## config.mk

```make
export PLATFORM = sky130hd
export DESIGN_NAME = conv3x3_seq_ctrl
export DESIGN_NICKNAME = d
export VERILOG_FILES = /design/src/rtl/conv3x3_seq_ctrl.sv
export SDC_FILE = /design/constraint.sdc
export NUM_CORES = 1
export LEC_CHECK = 0
export ABC_AREA = 0
export CORE_UTILIZATION = 49
export DETAILED_ROUTE_END_ITERATION = 8
export HOLD_SLACK_MARGIN = 0.1
export PLACE_DENSITY = 0.8
export RECOVER_POWER = 25
export SLEW_MARGIN = 30
export SYNTH_ARGS = -nofsm -noshare
export SYNTH_HDL_FRONTEND = slang
export SYNTH_SLANG_ARGS = --single-unit
```

## constraint.sdc

```tcl
create_clock -name clk -period 2.5 [get_ports clk]
set_input_delay 0.625 -clock clk [delete_from_list [all_inputs] [get_ports clk]]
set_output_delay 0.625 -clock clk [all_outputs]
set_load 0.01 [all_outputs]
```

## src/rtl/conv3x3_seq_ctrl.sv

```systemverilog
// conv3x3_seq_ctrl
// Frame-level sequencer and configurator for the 3x3 convolution MAC.
// Holds the nine signed kernel coefficients, accepts a raster pixel stream,
// advances the line buffer, enables the MAC, tags every real window so its
// result on conv_out is flagged with output coordinates, and flushes the MAC
// pipeline at end of frame.
//
// Ports:
//   clk, rst          clock, synchronous active-high reset
//   cfg_we/addr/data  coefficient write (index 3*row+col, 0..8), IDLE only
//   cfg_err           one-cycle pulse after a rejected write
//   k_flat            coefficients, k00 at [7:0] ... k22 at [71:64]
//   start             begin a frame (only looked at in IDLE)
//   busy, done        frame in progress / one-cycle end-of-frame pulse
//   in_valid/in_ready pixel handshake
//   lb_shift          line buffer advance (pixel accepted)
//   mac_en            MAC pixel_valid
//   res_valid/row/col conv_out holds a real result and its output coordinate
module conv3x3_seq_ctrl #(
  parameter int IMG_W   = 28,
  parameter int IMG_H   = 28,
  parameter int MAC_LAT = 2
) (
  input  logic                     clk,
  input  logic                     rst,
  input  logic                     cfg_we,
  input  logic [3:0]               cfg_addr,
  input  logic [7:0]               cfg_data,
  output logic                     cfg_err,
  output logic [71:0]              k_flat,
  input  logic                     start,
  output logic                     busy,
  output logic                     done,
  input  logic                     in_valid,
  output logic                     in_ready,
  output logic                     lb_shift,
  output logic                     mac_en,
  output logic                     res_valid,
  output logic [$clog2(IMG_H)-1:0] res_row,
  output logic [$clog2(IMG_W)-1:0] res_col
);

  localparam int RW = $clog2(IMG_H);
  localparam int CW = $clog2(IMG_W);
  localparam int FW = $clog2(MAC_LAT + 1);

  typedef enum logic [1:0] {IDLE, RUN, FLUSH, DONE} state_t;

  state_t         state, state_nxt;
  logic [RW-1:0]  row;
  logic [CW-1:0]  col;
  logic [FW-1:0]  flush_cnt;
  logic           accept;
  logic           win;
  logic           last_pix;
  logic           cfg_ok;

  // One tag per MAC pipeline stage; a tag travels with its window so the
  // result can be identified when it emerges.
  logic           tag_v [MAC_LAT];
  logic [RW-1:0]  tag_r [MAC_LAT];
  logic [CW-1:0]  tag_c [MAC_LAT];

  // A full 3x3 window exists once two rows and two columns are behind us.
  assign win      = (row >= RW'(2)) && (col >= CW'(2));
  assign last_pix = (row == RW'(IMG_H - 1)) && (col == CW'(IMG_W - 1));
  assign lb_shift = accept;
  assign cfg_ok   = cfg_we && (state == IDLE) && (cfg_addr <= 4'd8);

  // State register.
  always_ff @(posedge clk) begin
    if (rst) state <= IDLE;
    else     state <= state_nxt;
  end

  // Next-state and handshake/strobe decode.
  always_comb begin
    state_nxt = state;
    in_ready  = 1'b0;
    busy      = 1'b0;
    done      = 1'b0;
    mac_en    = 1'b0;
    accept    = 1'b0;
    case (state)
      IDLE: begin
        if (start) state_nxt = RUN;
      end
      RUN: begin
        in_ready = 1'b1;
        busy     = 1'b1;
        accept   = in_valid;
        mac_en   = in_valid && win;
        if (in_valid && last_pix) state_nxt = FLUSH;
      end
      FLUSH: begin
        busy   = 1'b1;
        mac_en = 1'b1;
        if (flush_cnt == FW'(1)) state_nxt = DONE;
      end
      DONE: begin
        busy      = 1'b1;
        done      = 1'b1;
        state_nxt = IDLE;
      end
      default: state_nxt = IDLE;
    endcase
  end

  // Raster position of the pixel currently offered, and flush countdown.
  always_ff @(posedge clk) begin
    if (rst) begin
      row       <= '0;
      col       <= '0;
      flush_cnt <= '0;
    end else begin
      case (state)
        IDLE: begin
          if (start) begin
            row <= '0;
            col <= '0;
          end
        end
        RUN: begin
          if (accept) begin
            if (col == CW'(IMG_W - 1)) begin
              col <= '0;
              if (row == RW'(IMG_H - 1)) begin
                row       <= '0;
                flush_cnt <= FW'(MAC_LAT);
              end else begin
                row <= row + RW'(1);
              end
            end else begin
              col <= col + CW'(1);
            end
          end
        end
        FLUSH: flush_cnt <= flush_cnt - FW'(1);
        default: ;
      endcase
    end
  end

  // Tag pipeline moves only when the MAC advances; flush enables push
  // invalid tags so they never produce a result flag.
  always_ff @(posedge clk) begin
    if (rst) begin
      for (int i = 0; i < MAC_LAT; i++) begin
        tag_v[i] <= 1'b0;
        tag_r[i] <= '0;
        tag_c[i] <= '0;
      end
    end else if (mac_en) begin
      tag_v[0] <= (state == RUN);
      tag_r[0] <= row - RW'(2);
      tag_c[0] <= col - CW'(2);
      for (int i = 1; i < MAC_LAT; i++) begin
        tag_v[i] <= tag_v[i-1];
        tag_r[i] <= tag_r[i-1];
        tag_c[i] <= tag_c[i-1];
      end
    end
  end

  // Result flag is registered from the tag leaving the pipeline so it lines
  // up with the MAC's registered conv_out.
  always_ff @(posedge clk) begin
    if (rst) begin
      res_valid <= 1'b0;
      res_row   <= '0;
      res_col   <= '0;
    end else if (mac_en) begin
      res_valid <= tag_v[MAC_LAT-1];
      res_row   <= tag_r[MAC_LAT-1];
      res_col   <= tag_c[MAC_LAT-1];
    end else begin
      res_valid <= 1'b0;
    end
  end

  // Coefficient registers; writes are only honoured while idle so a frame
  // never sees its kernel change underneath it.
  always_ff @(posedge clk) begin
    if (rst) begin
      k_flat  <= '0;
      cfg_err <= 1'b0;
    end else begin
      cfg_err <= cfg_we && !cfg_ok;
      for (int i = 0; i < 9; i++) begin
        if (cfg_ok && (cfg_addr == 4'(i))) k_flat[i*8 +: 8] <= cfg_data;
      end
    end
  end

endmodule

```

* Word-level counts from Yosys, hierarchy flattened *
Memories as Yosys holds them, arrays and structs flattened. A register that Yosys moved wholly into a read port is not among the register bits.
Index checks and enable logic that the tools add are counted.

cells by class
  add/subtract/negate cells = 5
  multipliers = 0
  divide/modulo/power cells = 0
  $lt $le $gt $ge = 3
  equal/unequal tests = 20
  shift-type cells = 0
  muxes and demuxes = 32
  bitwise logic cells = 7
  reductions and logical operators = 27

operators with widths
  operator                                             count
  two-way mux 5 bit                                    10
  case mux 5 bit (2 select lines)                      2
  == test 4 x 3 -> 1 bit, second input constant        4
  logical AND 1 bit                                    16
  two-way mux 2 bit                                    6
  != test 2 bit, second input constant                 6
  two-way mux 1 bit                                    11
  adder 5 x 1 -> 5 bit, second input constant          2
  == test 5 bit, second input constant                 2
  >= comparator 5 x 2 -> 1 bit, second input constant  2
  subtractor 5 x 2 -> 5 bit, second input constant     2
  == test 4 x 2 -> 1 bit, second input constant        2
  case mux 2 bit (4 select lines)                      1
  AND reduction 4 bit                                  2
  bitwise OR 1 bit                                     6
  AND reduction 3 bit                                  2
  == test 2 x 1 -> 1 bit, second input constant        2
  == test 2 bit, second input constant                 2
  == test 4 x 1 -> 1 bit, second input constant        1
  == test 4 bit, second input constant                 1
  <= comparator 4 bit, second input constant           1
  logical NOT 4 bit                                    1
  case mux 2 bit (2 select lines)                      1
  nonzero test 2 bit                                   2
  other kinds (7)                                      7

word-level totals
  bits in registers = 87
  bits in latches = 0
  RAM bits = 22
  memory bits (read-only) = 0
  input port bits = 17
  output and inout bits = 89
  logic and storage cells = 111
  memories kept = 3

memories
  name   depth  width  rd ports  clocked after memory_dff  write ports  RTL line  source
  tag_c  2      5      2         1                         2            62        logic [CW-1:0] tag_c [MAC_LAT];
  tag_r  2      5      2         1                         2            61        logic [RW-1:0] tag_r [MAC_LAT];
  tag_v  2      1      2         1                         2            60        logic tag_v [MAC_LAT];

* Longest topological paths before layout *
  depth in word-level cells = 8
  depth in mapped cells = 9
  mapped depth without buffers = 7

* Worst setup path before layout *
OpenSTA, ideal clock, no wires.

  path type = register to register
  start point = reg state[0]
  end point = mem tag_c[0][0] (netlist bit), enable pin
  library setup time = 0.347 ns
  data arrival time = 1.920 ns
  required time = 2.153 ns
  slack = 0.233 ns
  cell stages (with the launch flop) = 8
  period minus slack after synthesis = 2.267 ns
  path through = dfxtp_1 > inv_1 > ha_1 > or2_2 > o32a_1 > a31oi_1 > buf_4 > inv_1

RTL lines
  what                    RTL line  source
  start, declared         49        state_t state, state_nxt;
  start signal, assigned  73        else state <= state_nxt;
  end, declared           62

* Final worst setup path *
  start point = reg state[0]
  end point = out mac_en

between the ends
  longest elaborated chain between the ends = 2
  elaborated cells on any way between the ends = 3
  classes of those cells = eq/ne (2); mux (1)

ends and longest elaborated chain
  what                                                     RTL line  source
  == test 2 bit or == test 2 x 1 -> 1 bit (tied branches)  84        case (state)
  case mux 1 bit (2 select lines) *                        84
  end, declared                                            37        output logic mac_en,

Mark *: on every way between the ends. The rest lies on a longest branch, timed or not.

==> summary.md <==
| Metric | Value |
|---|---|
| Largest net degree at the start of global routing | `76` |
| Cell variety after synth | `45` |
| TritonRoute pass-1 iters | `5` |
| Top-area cell type share of the netlist area | `0.404` |
| Main synth FF type | `dfxtp_1` |
| Final worst setup slack | `-0.0539 ns` |
| R2R cell count | `17` |
| Die Wd | `roughly 100 um` |
| Starting Density | `0.516` |
| Final setup fails | `1` |
| Die area | `approximately 0.010 mm2` |
| Worst min path class | `reg -> reg` |
| Cts bufs inserted | `17` |
| Drt total wl | `around 12,000 um` |
| Final Cell Area | `between 0.006 and 0.007 mm2` |
| First-pass GRT wire length | `roughly 18,000 um` |
| Vias | `roughly 3,800` |
| Fin crit share | `1.02` |
| WP data arrival | `1.93 ns` |
| Met1 WL | `~5000 um` |
| Max_slew headroom | `0.0672` |
| Worst slack at placement | `-0.210 ns` |
| Fin. Hold Viols | `0` |
| Tightest Pin Transition | `~1.4 ns` |
| Mapped Cells | `between 400 and 500` |
| Worst hold stages | `1` |
| Mapped cell area | `between 0.004 and 0.005 mm2` |
| Crit path launch type | `flop` |
| Leakage | `roughly 2.8 nW` |
| Root buf cell | `clkbuf_8` |
| Ys Warns | `0` |
| Share of cells above drive strength 1 | `0.167` |
| WL/cell | `~16 um` |
| Unrepaired setup endpoints after global routing | `yes` |
| Maximum VDD drop | `between 0.0004 and 0.0005 V` |
| Failing checks | `setup timing` |
| Clock Path Buffers | `2` |
| Syn nets | `~500` |
| Top post-synthesis cells by area | `dfxtp_1 (40%), edfxtp_1 (14%), mux2i_1 (14%), nor2_1 (6.3%), ha_1 (3.6%)` |
| Finished Layout Cells | `744` |
| Cells after DPL | `between 600 and 700` |
| Clock-pin slew on the worst setup and hold paths | `~0.06 ns` |
| Yosys top cell by area | `dfxtp_1` |
| Number of synthesized flops with an enable pin | `22` |
| Met2 routed WL | `approximately 6000 um` |
| Row count | `35` |
| TritonCTS clock tree | `done` |
| Area delta synth->final | `42.2%` |
| Core Box Area | `0.00942 mm2` |
| Remaining DRCs | `0` |
| Number of global-route vias before repair | `3,846` |
| Core Util, Final | `0.734` |
| Crit Path Category | `reg -> out` |
| Leading cell type in the layout, fill and taps excluded | `clkdlybuf4s50_1` |
| Most frequent cells in the layout | `clkdlybuf4s50_1 (100), dfxtp_1 (94), nor2_1 (81)` |
| Layout net count | `~630` |
| Ant. Diodes | `0` |
| Total GRT Usage | `0.236` |
| DRT antenna net count | `0` |
| DR iter-0 viols | `roughly 190` |
| Skew-Pair Late Insertion Delay | `between 0.5 and 0.6 ns` |
| GRT Residual Overflow | `0` |
| Clock period minus worst slack | `2.55 ns` |
| Metal3 WL | `~520 um` |
| Synthesized area per cell | `10.4 um2` |
| Crit. End Element | `primary output` |
| P per Cell Area | `~750 mW/mm2` |
| DP HPWL | `about 7600 um` |
| Status | `finished, violations left` |
| Io pins | `around 110` |
| Clk_skew | `between 0.009 and 0.01 ns` |
| CTS H-Tree Depth | `4` |
| Max-slew violations | `0` |
| Fmax | `between 0.3 and 0.4 GHz` |
| Port Buf Inserts | `approximately 110` |
| Required time of the critical path | `approximately 1.9 ns` |
| Vias per inst | `between 5 and 6` |
| Initial antenna violation count | `0` |
| Max-Cap Viols | `0` |
| Register area share after synthesis | `0.540` |
| Placer Congestion | `a little under 0.8` |
| Clock sinks | `between 100 and 150` |
| Die H | `102 um` |
| Post-DP Area | `roughly 0.006 mm2` |
| Yosys reg bits | `120` |
| Worst-path fanout max | `4` |
| Asr flop ratio synth | `0` |
| Max Used Layer | `met4` |
[cell families (layout without fill, tap and decap cells)]
family,after synthesis,in the layout,share of synthesized area
flops,120,120,0.540
compound gates,47,47,0.0680
fa+ha+maj,14,14,0.0360
simple gates,166,166,0.168
mux,67,67,0.138
xor+xnor,5,5,0.00901
buf+inv,48,196,0.0409
[flip-flops by register name (all words and copies together), names as in the netlist]
| register | cells |
|---|---|
| state | 2 |
| k_flat | 72 |
| res_valid | 1 |
| row | 5 |
| tag_r | 10 |
| tag_c | 10 |
| cfg_err | 1 |
| res_row | 5 |
| tag_v | 2 |
| res_col | 5 |
| col | 5 |
| flush_cnt | 2 |
[routing by layer]
| metal | global-route usage | up-vias |
|---|---|---|
| li1 | - | 1869 |
| met1 | 0.276 | 1838 |
| met2 | 0.397 | 101 |
| met3 | 0.0759 | 22 |
| met4 | 0.104 | 0 |
| met5 | 0 | - |
[through the flow]
stage	total power, mW	setup TNS (ns)	hold slack, ns
after global routing	5.44	-0.111	0.475
final	5.22	-0.0539	0.445
after detailed placement	2.93	-0.227	0.442
after CTS	5.14	-0.124	0.434
after floorplan	2.62	0	0.420
after global placement	2.90	-0.201	0.439
[area by class of cell]
class / instances / area (um2)
sequential: 120 / 2630
fill: 648 / 2500
multi-input combinational: 299 / 2110
timing repair buffer: 148 / 1400
clock buffer: 18 / 428
tap: 129 / 161
clock inverter: 14 / 115
inverter: 16 / 62.6
[worst max-delay path: stages (launching register included)]
cell	delay [ns]
dfxtp_2	0.34
inv_2	0.05
ha_4	0.16
buf_6	0.12
a2111o_1	0.46
nand3_2	0.12
inv_2	0.05
buf_6	0.12
[path summary, 6_finish.rpt]
| kind | slack [ns] | end | start |
|---|---|---|---|
| max reg2reg | 0.04 | tag_v[0] | state[0] |
| max | -0.05 | mac_en | state[0] |
| min reg2reg | 0.45 | res_valid | tag_v[1] |
| min | 0.45 | res_valid | tag_v[1] |
[cells in the mapped netlist, drive strengths merged (2+ instances only)]
master	n
o21ai	5
nand3b	4
inv	16
clkbuf	20
buf	12
nand3	12
and2	13
o31ai	5
nor2	83
xnor2	5
dfxtp	98
a21oi	15
a311oi	2
nand2	19
nor3	5
ha	14
edfxtp	22
a22o	10
mux2i	66
and4b	2
nor2b	6
a211oi	2
nand2b	9
nor3b	5
[repair_timing]
item                                    4_1_cts  5_1_grt
endpoints found under the setup margin        4        2
pin swaps                                     2        5
setup buffers                                11        6
gates resized for setup                      15       34
hold buffers                                  0        0
[where the power goes]
group	switching (mW)	internal, mW	leakage, nW
registers	0.0472	2.04	1.02
clock network	0.918	1.27	0.261
logic	0.504	0.440	1.49
(Power assumes the default switching activity.)
